[config.mk]
export PLATFORM = sky130hd
export DESIGN_NAME = iccm_loader
export DESIGN_NICKNAME = d
export VERILOG_FILES = /design/src/rtl/iccm_loader_pkg.sv /design/src/rtl/iccm_word_packer.sv /design/src/rtl/iccm_loader.sv
export SDC_FILE = /design/constraint.sdc
export NUM_CORES = 1
export LEC_CHECK = 0
export ABC_AREA = 1
export CELL_PAD_IN_SITES_DETAIL_PLACEMENT = 0
export CELL_PAD_IN_SITES_GLOBAL_PLACEMENT = 1
export CORE_AREA = 2 2 102 104
export DETAILED_ROUTE_END_ITERATION = 16
export DIE_AREA = 0 0 104 106
export MAX_ROUTING_LAYER = met4
export PLACE_DENSITY = 0.77
export SKIP_CTS_REPAIR_TIMING = 1
export SLEW_MARGIN = 20
export SYNTH_ARGS = -nofsm -noshare
export SYNTH_HDL_FRONTEND = slang
export SYNTH_SLANG_ARGS = --single-unit
[constraint.sdc]
create_clock -name clk_i -period 1.3 [get_ports clk_i]
set_input_delay 0.26 -clock clk_i [delete_from_list [all_inputs] [get_ports clk_i]]
set_output_delay 0.26 -clock clk_i [all_outputs]
set_load 0.03 [all_outputs]
[src/rtl/iccm_loader_pkg.sv]
// Shared types and defaults for the ICCM UART boot loader.
// State CHECK exists only when ICCM_LOADER_CHECKSUM_EN is defined.
// No logic here: enum, default end marker and default ICCM word-address width.
package iccm_loader_pkg;

    localparam int          ICCM_AW    = 12;
    localparam logic [31:0] END_MARKER = 32'h0000_0FFF;

    typedef enum logic [1:0] {
        ST_IDLE  = 2'd0,
        ST_LOAD  = 2'd1,
`ifdef ICCM_LOADER_CHECKSUM_EN
        ST_CHECK = 2'd2,
`endif
        ST_DONE  = 2'd3
    } state_e;

endpackage

[src/rtl/iccm_word_packer.sv]
// Packs UART bytes little-endian into 32-bit words.
// Latency: word_vld_o is combinational with the 4th byte; the word is valid only in that cycle.
// Backpressure: none, every byte_vld_i is consumed; clear_i drops any partial word.
module iccm_word_packer (
    input  logic        clk_i,
    input  logic        rst_i,
    input  logic        clear_i,
    input  logic        byte_vld_i,
    input  logic [7:0]  byte_i,
    output logic [31:0] word_o,
    output logic        word_vld_o
);

    logic [1:0]  cnt_q;
    logic [23:0] buf_q;

    // The 4th byte bypasses the buffer so the word is ready in the cycle it arrives.
    assign word_vld_o = byte_vld_i && (cnt_q == 2'd3);
    assign word_o     = {byte_i, buf_q};

    always_ff @(posedge clk_i) begin
        if (rst_i || clear_i) begin
            cnt_q <= 2'd0;
            buf_q <= 24'd0;
        end else if (byte_vld_i) begin
            cnt_q <= cnt_q + 2'd1;
            case (cnt_q)
                2'd0:    buf_q[7:0]   <= byte_i;
                2'd1:    buf_q[15:8]  <= byte_i;
                2'd2:    buf_q[23:16] <= byte_i;
                default: buf_q        <= buf_q;
            endcase
        end
    end

endmodule

[src/rtl/iccm_loader.sv]
// Loads ICCM from a UART byte stream, holding the core in reset until done (optional ICCM_LOADER_CHECKSUM_EN).
// Latency: we_o rises the cycle after the 4th byte of a word; done_o the cycle after the end marker/checksum.
// Backpressure: none; bytes arriving in DONE are dropped.
module iccm_loader
    import iccm_loader_pkg::*;
#(
    parameter int          AddrW     = ICCM_AW,
    parameter logic [31:0] EndMarker = END_MARKER
) (
    input  logic             clk_i,
    input  logic             rst_i,
    input  logic             rx_dv_i,
    input  logic [7:0]       rx_byte_i,
    input  logic             boot_skip_i,
    output logic             we_o,
    output logic [AddrW-1:0] addr_o,
    output logic [31:0]      wdata_o,
    output logic             reset_o,
    output logic             done_o,
    output logic             err_o
);

    state_e             state_q, state_d;
    logic               byte_vld, pk_clear, word_vld;
    logic [31:0]        word;
    logic [AddrW-1:0]   wcnt_q;
    logic               full_q;
    logic               wr_go, ovf;
`ifdef ICCM_LOADER_CHECKSUM_EN
    logic [31:0]        csum_q;
    logic               csum_bad;
`endif

    assign addr_o = wcnt_q;

    iccm_word_packer u_packer (
        .clk_i      (clk_i),
        .rst_i      (rst_i),
        .clear_i    (pk_clear),
        .byte_vld_i (byte_vld),
        .byte_i     (rx_byte_i),
        .word_o     (word),
        .word_vld_o (word_vld)
    );

    always_comb begin
        state_d  = state_q;
        byte_vld = 1'b0;
        pk_clear = 1'b0;
        wr_go    = 1'b0;
        ovf      = 1'b0;
        reset_o  = 1'b1;
        done_o   = 1'b0;
`ifdef ICCM_LOADER_CHECKSUM_EN
        csum_bad = 1'b0;
`endif
        case (state_q)
            ST_IDLE: begin
                if (boot_skip_i) begin
                    state_d = ST_DONE;
                end else if (rx_dv_i) begin
                    byte_vld = 1'b1;
                    state_d  = ST_LOAD;
                end
            end
            ST_LOAD: begin
                byte_vld = rx_dv_i;
                if (word_vld) begin
                    if (word == EndMarker) begin
`ifdef ICCM_LOADER_CHECKSUM_EN
                        state_d = ST_CHECK;
`else
                        state_d = ST_DONE;
`endif
                    end else if (full_q) begin
                        ovf     = 1'b1;
                        state_d = ST_DONE;
                    end else begin
                        wr_go = 1'b1;
                    end
                end
            end
`ifdef ICCM_LOADER_CHECKSUM_EN
            ST_CHECK: begin
                byte_vld = rx_dv_i;
                if (word_vld) begin
                    csum_bad = (word != csum_q);
                    state_d  = ST_DONE;
                end
            end
`endif
            ST_DONE: begin
                pk_clear = 1'b1;
                reset_o  = 1'b0;
                done_o   = 1'b1;
            end
            default: state_d = ST_IDLE;
        endcase
    end

    always_ff @(posedge clk_i) begin
        if (rst_i) begin
            state_q <= ST_IDLE;
            wcnt_q  <= '0;
            full_q  <= 1'b0;
            we_o    <= 1'b0;
            wdata_o <= 32'd0;
            err_o   <= 1'b0;
`ifdef ICCM_LOADER_CHECKSUM_EN
            csum_q  <= 32'd0;
`endif
        end else begin
            state_q <= state_d;
            we_o    <= wr_go;
            if (wr_go)
                wdata_o <= word;
            // Address advances at the end of the write cycle; full marks the top address as used.
            if (we_o) begin
                wcnt_q <= wcnt_q + AddrW'(1);
                if (&wcnt_q)
                    full_q <= 1'b1;
            end
            if (ovf)
                err_o <= 1'b1;
`ifdef ICCM_LOADER_CHECKSUM_EN
            if (wr_go)
                csum_q <= csum_q + word;
            if (csum_bad)
                err_o <= 1'b1;
`endif
        end
    end

endmodule
**Word level (Yosys, flattened, before mapping)**

Index checks and enable logic that the tools add are counted.

- Word-level logic and storage cells: 50
- Output and inout port bits: 48
- Flip-flop bits (word level): 75
- Input bits: 12

- $add $sub $neg: 2
- Reductions and logical operators: 9
- Bitwise operators: 1
- Eq/ne operators: 9
- Muxes and demuxes: 19

Operator list:

| operator | number |
|---|---|
| 32-bit by 12-bit == test with 1-bit output (second input constant) | 1 |
| 13-bit AND reduction | 1 |
| 12-bit by 1-bit adder with 12-bit output (second input constant) | 1 |
| 1-bit 2-to-1 mux | 12 |
| 2-bit 2-to-1 mux | 5 |
| 2-bit == test (second input constant) | 3 |
| 3-bit != test (second input constant) | 2 |
| 2-bit case mux with 3 select lines | 1 |
| 2-bit AND reduction | 3 |
| 2-bit by 1-bit == test with 1-bit output (second input constant) | 2 |
| 2-bit zero test | 2 |
| 4-bit AND reduction | 1 |
| 2-bit by 1-bit adder with 2-bit output (second input constant) | 1 |
| 2-bit by 1-bit != test with 1-bit output (second input constant) | 1 |
| 1-bit case mux with 2 select lines | 1 |
| 1-bit logical AND | 1 |
| 1-bit logical OR | 1 |
| 1-bit inverter | 1 |

**Longest topological paths before layout**

Gate-level depths: netlist of run 1.

- Depth after elaboration: 6
- Depth in mapped cells: 12
- Mapped depth without buffers: 10

**Hierarchy**

A second synthesis of run 1 with hierarchy kept.

- Cells, all modules: 535
- Area total of the unflattened synthesis: 3538.4 µm²

Modules (own cells, without submodules):

| module | cells an instance | times used | area an instance (µm²) | sequential area each (µm²) |
|---|---|---|---|---|
| iccm_loader | 355 | 1 | 2257.2 | 980.9 |
| iccm_word_packer | 180 | 1 | 1281.2 | 520.5 |

**Worst setup path before layout of run 1**

OpenSTA, ideal clock, no wires.

- Kind: register to register
- Start point: reg wcnt_q[0], in the netlist addr_o[0]
- End point: reg wcnt_q[8], in the netlist addr_o[8]
- Slack: -262 ps
- Path buffers: 0
- Data arrival time: 1443 ps
- Required time: 1181 ps
- Period minus slack after synthesis: 1562 ps
- Stages on the path, launching flop included: 9
- Setup time: 119 ps
- Cells stage by stage: dfxtp_1 ha_1 nand3_1 nor2_1 nand2_1 nor2_1 nand2_1 o21ai_0 a21oi_1

- Word-level cells in the longest chain between the ends: 1

Ends and longest elaborated chain:

| item | line | RTL |
|---|---|---|
| start, declared | iccm_loader.sv:26 | `logic [AddrW-1:0] wcnt_q;` |
| start signal, assigned | iccm_loader.sv:119 | `wcnt_q <= wcnt_q + AddrW'(1);` |
| 12-bit by 1-bit adder with 12-bit output | iccm_loader.sv:119 |  |

No other way between the ends.
A chain may end at the register's enable or synchronous reset.

**Worst setup path after layout of run 1**

- Start point: in rx_byte_i[5]
- End point: reg wdata_o[22]

- Word-level cells in the longest chain between the ends: 4

Ends and longest elaborated chain:

| item | line | RTL |
|---|---|---|
| start, declared | iccm_loader.sv:13 | `input logic [7:0] rx_byte_i,` |
| 32-bit by 12-bit == test with 1-bit output | iccm_loader.sv:69 | `if (word == EndMarker) begin` |
| 1-bit 2-to-1 mux | iccm_loader.sv:69 |  |
| 1-bit 2-to-1 mux | iccm_loader.sv:68 | `if (word_vld) begin` |
| 1-bit 2-to-1 mux | iccm_loader.sv:57 | `case (state_q)` |
| end signal, assigned | iccm_loader.sv:116 | `wdata_o <= word;` |
| end, declared | iccm_loader.sv:17 | `output logic [31:0] wdata_o,` |

No other way between the ends.

==> run metrics, run 1 <==
drt via density=4.37; CTS sink cnt=75; share of layout cells above drive strength 1=36.1%; syn_area_per_cell=6.87 µm²; gpl congestion=0.792; YS warnings=0; FF+latch area=1530 µm²; Initial Utilization=32.0%; Compound-Gate Fraction of Synth Area=approximately 8.5%; maximum vdd drop=0.000518 V; Post-Route WL=8.70 mm; Post-Synthesis Net Count=slightly below 500; final net count=slightly above 600; CTS Root Cell=clkbuf_8; DR WL/cell=11.7 µm; simple-gate share of the synthesized area=a little under a third; DRT antenna net count=0; FILL cells=around 980; clk_lat worst skew=0.35 ns; Die X=~100 µm; vias after detailed routing=3250; DRT Pass-1 Iters=4; Clock Path Buffers=2; cell taking the most area after synthesis=dfxtp_1; Distinct cells, synth=24; antenna diode count=0; I/O pin cnt=60; Iter 0 DRT Violations=93; CTS tree=yes; synthesis-stage register bit count=75; max-slew violations=0; worst-case reg-to-reg path depth=11; ranking of synthesized cells by area=dfxtp_1 (47%), nand2_1 (14%), nor2_1 (12%); Die Y=~110 µm; post-synthesis mux area share=0%; PwrDens=1020 nW/µm²; Post-Synth Adder-Cell Area=1.96%; final hold violations=0; core area=10000 µm²; CTS buffer count=9; outcome=finished, violations left; Die ar.=roughly 11000 µm²; highest clock rate=0.670 GHz; post-DP HPWL=5.74 mm; post-synth top area share=46.9%; Post-Syn Area=3200 µm²; unrepaired setup endpoints after global routing=yes; Setup WS post-layout=-0.192 ns; CTS H-tree depth=3; GRT Overall Usage=15.6%; global-route wire length before repair=approximately 14 mm; CP Launch Type=input pin; initial antenna violation count=0; minimum clock period=approximately 1.5 ns; P_leak=approximately 2.6 nW; Min-Delay Path Class=in -> reg; cell count after synthesis=466; clk_skew=0.0136 ns; Final Setup Violations=37; grt total ovfl=0; total power=5.22 mW; # DRC=0; largest net degree at the start of global routing=31; Worst-path clk slew=0.08 ns; CP required=1.55 ns; vias in the first global route=2980; Slew HR=~78%; Core Rows=37; Crit Path Category=in -> reg; crit path max fanout=6; WHS=approximately 0.33 ns; port bufs=59; Setup crit end kind=register; XOR/XNOR Fraction of Synth Area=0.274%; main combinational cell family by area after synthesis=simple AND/OR/NAND/NOR gates; area of the multi-input gates=1560 µm²; final worst-path cycle share=115%; fin util=51.1%; Worst Max-Slew Pin Slew=around 0.33 ns; sequential cell area fraction in the yosys report=46.9%; Arr. time, crit path=~1.7 ns; Hold Crit Depth=4; failing checks=negative setup slack; maxcap violations=0; P&R area growth vs syn=59.6%
worst paths after layout:
path              slack (ns)               start           to
setup / recovery       -0.19        rx_byte_i[5]  wdata_o[22]
hold / removal          0.33        rx_byte_i[6]  wdata_o[30]
setup reg to reg       -0.17   u_packer.buf_q[5]  wdata_o[20]
hold reg to reg         0.49  u_packer.buf_q[16]  wdata_o[16]
sequential cells by signal, indices dropped and copies added (netlist names):
signal,count
addr_o,12
we_o,1
u_packer.cnt_q,2
full_q,1
err_o,1
wdata_o,32
u_packer.buf_q,24
state_q,2
per-stage QoR:
step	setup TNS (ns)	setup WS [ns]	cells	cell area [µm²]
6_report	-4.95	-0.192	743	5110
5_1_grt	-9.11	-0.309	743	5110
4_1_cts	-9.19	-0.365	728	4660
3_5_place_dp	-27.99	-0.533	712	4460
3_3_place_gp	-26.93	-0.506	712	4460
2_1_floorplan	-0.0411	-0.0266	466	3250
synthesized netlist by cell type (all sizes together):
library cell  number
dfxtp             75
nand3             19
inv               71
a31oi              2
xnor2              1
clkinv             1
nor3b              1
nand4              1
nor2             103
buf               10
a21oi             24
ha                 5
nor3               3
clkbuf             8
nand2            121
o21ai              7
a211oi            14
cell families (layout without fill, tap and decap cells):
| group | after synthesis | in the layout |
|---|---|---|
| compound gates | 47 | 47 |
| xor+xnor | 1 | 1 |
| fa+ha+maj | 5 | 5 |
| buf+inv | 90 | 231 |
| flops | 75 | 75 |
| simple gates | 248 | 248 |
cell type report:
cell class	instances	area share (%)
clock buffer	9	2.43
clock inverter	7	1.45
inverter	72	5.34
multi-input combinational	301	30.5
sequential	75	30.0
tap	136	3.33
timing repair buffer	143	26.9
metal layers:
layer	wire, µm	vias to the layer above	track usage [%]
met5	0	-	-
met4	136	0	5.12
met3	542	14	4.84
met2	4210	67	25.7
met1	3810	1481	18.4
li1	-	1688	-
power breakdown:
part	total (mW)	switching, mW	internal (mW)
Combinational	0.973	0.514	0.459
Clock	1.80	0.901	0.896
Sequential	2.45	0.0639	2.39
placed cells by master (no fill, tap or decap), types with 13 or more instances in the layout:
| cell | synthesis | routed |
|---|---|---|
| a211oi_1 | 14 | 13 |
| dfxtp_1 | 75 | 62 |
| dlymetal6s2s_1 | 0 | 13 |
| nand3_1 | 18 | 13 |
| nand2_2 | 2 | 21 |
| nor2_1 | 102 | 91 |
| a21oi_1 | 24 | 24 |
| buf_4 | 2 | 98 |
| inv_1 | 66 | 60 |
| nand2_1 | 119 | 92 |
worst max-delay path, cell delays in order:
cell	delay [ns]
clkdlybuf4s50_1	0.53
inv_2	0.04
nand2_1	0.06
nor2_1	0.04
nand2_1	0.08
nor2_2	0.04
nand2_2	0.09
nand3_4	0.14
buf_4	0.18
clkbuf_16	0.14
nor2_1	0.09
nor2_1	0.05
No activity file was read; power rests on OpenSTA's default activity.
==> run 2, diff against run 1 <==
--- a/config.mk
+++ b/config.mk
@@ -8,9 +8,9 @@
 export ABC_AREA = 1
 export CELL_PAD_IN_SITES_DETAIL_PLACEMENT = 0
 export CELL_PAD_IN_SITES_GLOBAL_PLACEMENT = 1
-export CORE_AREA = 2 2 102 104
+export CORE_AREA = 2 2 97 109
 export DETAILED_ROUTE_END_ITERATION = 16
-export DIE_AREA = 0 0 104 106
+export DIE_AREA = 0 0 99 111
 export MAX_ROUTING_LAYER = met4
 export PLACE_DENSITY = 0.77
 export SKIP_CTS_REPAIR_TIMING = 1
==> run metrics, run 2 (synthesized netlist as in run 1, its figures left out) <==
failing checks=negative setup slack; crit-path leading delay family=simple AND/OR/NAND/NOR gates; Net Sw Frac=25.9% (-2.4 points); RR Endpoint=wdata_o[1]; P_leak=2.87 nW (+9.0%); RR Startpoint=u_packer.buf_q[20]; worst-case reg-to-reg path depth=12 (+1); Worst Max-Slew Pin Slew=0.458 ns (+0.126 ns); post-DP HPWL=5.70 mm (-0.67%); Setup WS post-layout=-0.267 ns (-0.0744 ns); Min-Delay Path Class=in -> reg; clk_lat worst skew=0.33 ns (-0.02 ns); final net count=629 (+1.6%); # DRC=0 (unchanged); global-route wire length before repair=13.0 mm (-4.6%); Initial Utilization=32.0% (about the same); CP Launch Type=register; crit path max fanout=7 (+1); highest clock rate=0.638 GHz (-4.8%); DRT Pass-1 Iters=4 (unchanged); initial antenna violation count=0 (unchanged); most frequent cells in the layout=buf_4 (95), nor2_1 (87), nand2_1 (65), dfxtp_1 (60), inv_1 (54); Iter 0 DRT Violations=80 (-14%); max FFs per register=32 (unchanged); most common cell after layout, fill and taps aside=buf_4; Min-Delay Endpoint=wdata_o[24]; worst hold start=rx_byte_i[0]; PwrDens=1060 nW/µm² (+3.9%); minimum clock period=1.57 ns (+0.0744 ns); clock share of power=40.1% (+5.7 points); WHS=0.344 ns (+0.0165 ns); outcome=finished, violations left; maxcap violations=0 (unchanged); Reg2Reg Setup Slack=-0.27 ns (-0.10 ns); P&R area growth vs syn=72.0%; unrepaired setup endpoints after global routing=yes; Crit path top cell by count=nand2_1; Die ar.=11000 µm² (-0.32%); combinational power share=18.0% (-0.6 points); antenna diode count=0 (unchanged); CP required=1.52 ns (-0.03 ns); max-slew violations=0 (unchanged); TNS Setup=-8.24 ns (-3.29 ns); CP Buf/Inv Count=3 (-1); vias in the first global route=2879 (-3.4%); DRT antenna net count=0 (unchanged); CTS H-tree depth=3 (unchanged); drt via density=4.42 (+1.1%); GRT Overall Usage=15.0% (-0.62 points); maximum vdd drop=0.000697 V (+34%); Final Setup Violations=37 (unchanged); Post-Route WL=9.39 mm (+7.9%); final worst-path cycle share=121% (+5.7 points); Die Y=111 µm (+4.7%); CTS Root Cell=clkbuf_16; Flop pwr share=42.0% (-5.0 points); Crit Path Category=reg -> reg; Core Rows=39 (+5.4%); register with the most flip-flops=wdata_o; fin util=55.0% (+3.9 points); share of layout cells above drive strength 1=42.8% (+6.7 points); Hold Crit Depth=4 (unchanged); placed cells=698 (-2.0%); Setup crit end kind=register; Slew HR=69.5% (-8.4 points); total power=5.84 mW (+12%); largest net degree at the start of global routing=37 (+19%); Die X=99 µm (-4.8%); core area=10000 µm² (about the same); DR WL met2=4.84 mm (+15%); Clock Path Buffers=2 (unchanged); vias after detailed routing=3272 (+0.68%); worst path cell trace=inv_1 -> nand2_1 -> nor2_4 -> nand2_1 -> nor2_1 -> nand2_2 -> nand3_4 -> buf_6 -> clkbuf_16 -> nand2_2 -> nand2_1 -> nor2_1; Post-Route M1 WL=3.99 mm (+4.6%); slowest stage delay, CP=0.32 ns (-0.21 ns); port bufs=59 (unchanged); final hold violations=0 (unchanged); grt total ovfl=0 (unchanged); final cell count without fillers=740 (-0.40%); CTS tree=yes; Psw=1.51 mW (+2.4%); clk_skew=0.00438 ns (-0.00923 ns); DR WL/cell=12.7 µm (+8.4%); CTS sink cnt=75 (unchanged); Top Layer Used=met4; Arr. time, crit path=1.79 ns (+0.05 ns); CTS buffer count=9 (unchanged); Worst-path clk slew=0.05 ns (-0.03 ns); Internal=4.33 mW (+16%); WL met3=419 µm (-23%); I/O pin cnt=60 (unchanged); Worst path slowest cell=dfxtp_1; gpl congestion=0.782 (-1.3%)
## run 2: how the worst max path moves through the flow
stage / from / endpoint / slack (ns) / cells past startpoint
after global routing: u_packer.buf_q[20] / wdata_o[23] / -0.39 / 12
after floorplan: addr_o[1] / addr_o[8] / -0.03 / 8
after detailed placement: rx_byte_i[4] / wdata_o[25] / -0.61 / 12
after CTS: addr_o[2] / addr_o[2] / -0.33 / 1
final: u_packer.buf_q[20] / wdata_o[1] / -0.27 / 12
after global placement: rx_byte_i[4] / wdata_o[24] / -0.61 / 12
## run 2: metrics by stage
| step | cell area, µm² | worst slack (ns) |
|---|---|---|
| 6_report | 5500 | -0.267 |
| 5_1_grt | 5500 | -0.393 |
| 4_1_cts | 4720 | -0.328 |
| 3_5_place_dp | 4430 | -0.608 |
| 3_3_place_gp | 4430 | -0.606 |
| 2_1_floorplan | 3250 | -0.0266 |
## run 2: power by group through the flow
stage / clock network (mW) / logic, mW / registers [mW]
CTS: 2.39 / 0.865 / 2.44
detailed placement: 0 / 0.861 / 2.49
finish: 2.34 / 1.05 / 2.45
global route: 2.53 / 1.15 / 2.46
floorplan: 0 / 0.397 / 2.51
global placement: 0 / 0.851 / 2.49
## run 2: layout make-up
class	count	area, µm²
Inverter	72	273
Multi-Input combinational cell	301	1710
Timing Repair Buffer	153	1550
Tap cell	123	154
Sequential cell	75	1530
Clock inverter	2	10.0
Fill cell	896	4500
Clock buffer	14	274
## run 2: worst register-to-register path, cell delays in order (launching register included)
cell and delay (ns):
dfxtp_1 0.32, inv_1 0.09, nand2_1 0.09, nor2_4 0.10
nand2_1 0.05, nor2_1 0.12, nand2_2 0.09, nand3_4 0.17
buf_6 0.15, clkbuf_16 0.16, nand2_2 0.04, nand2_1 0.05
nor2_1 0.04
## run 2: layer usage
layer  vias to the layer above  global-route usage (%)
met5                         -                       -
met4                         0                    5.57
met3                        12                    3.97
met2                        70                    24.3
met1                      1482                    17.9
li1                       1708                       -
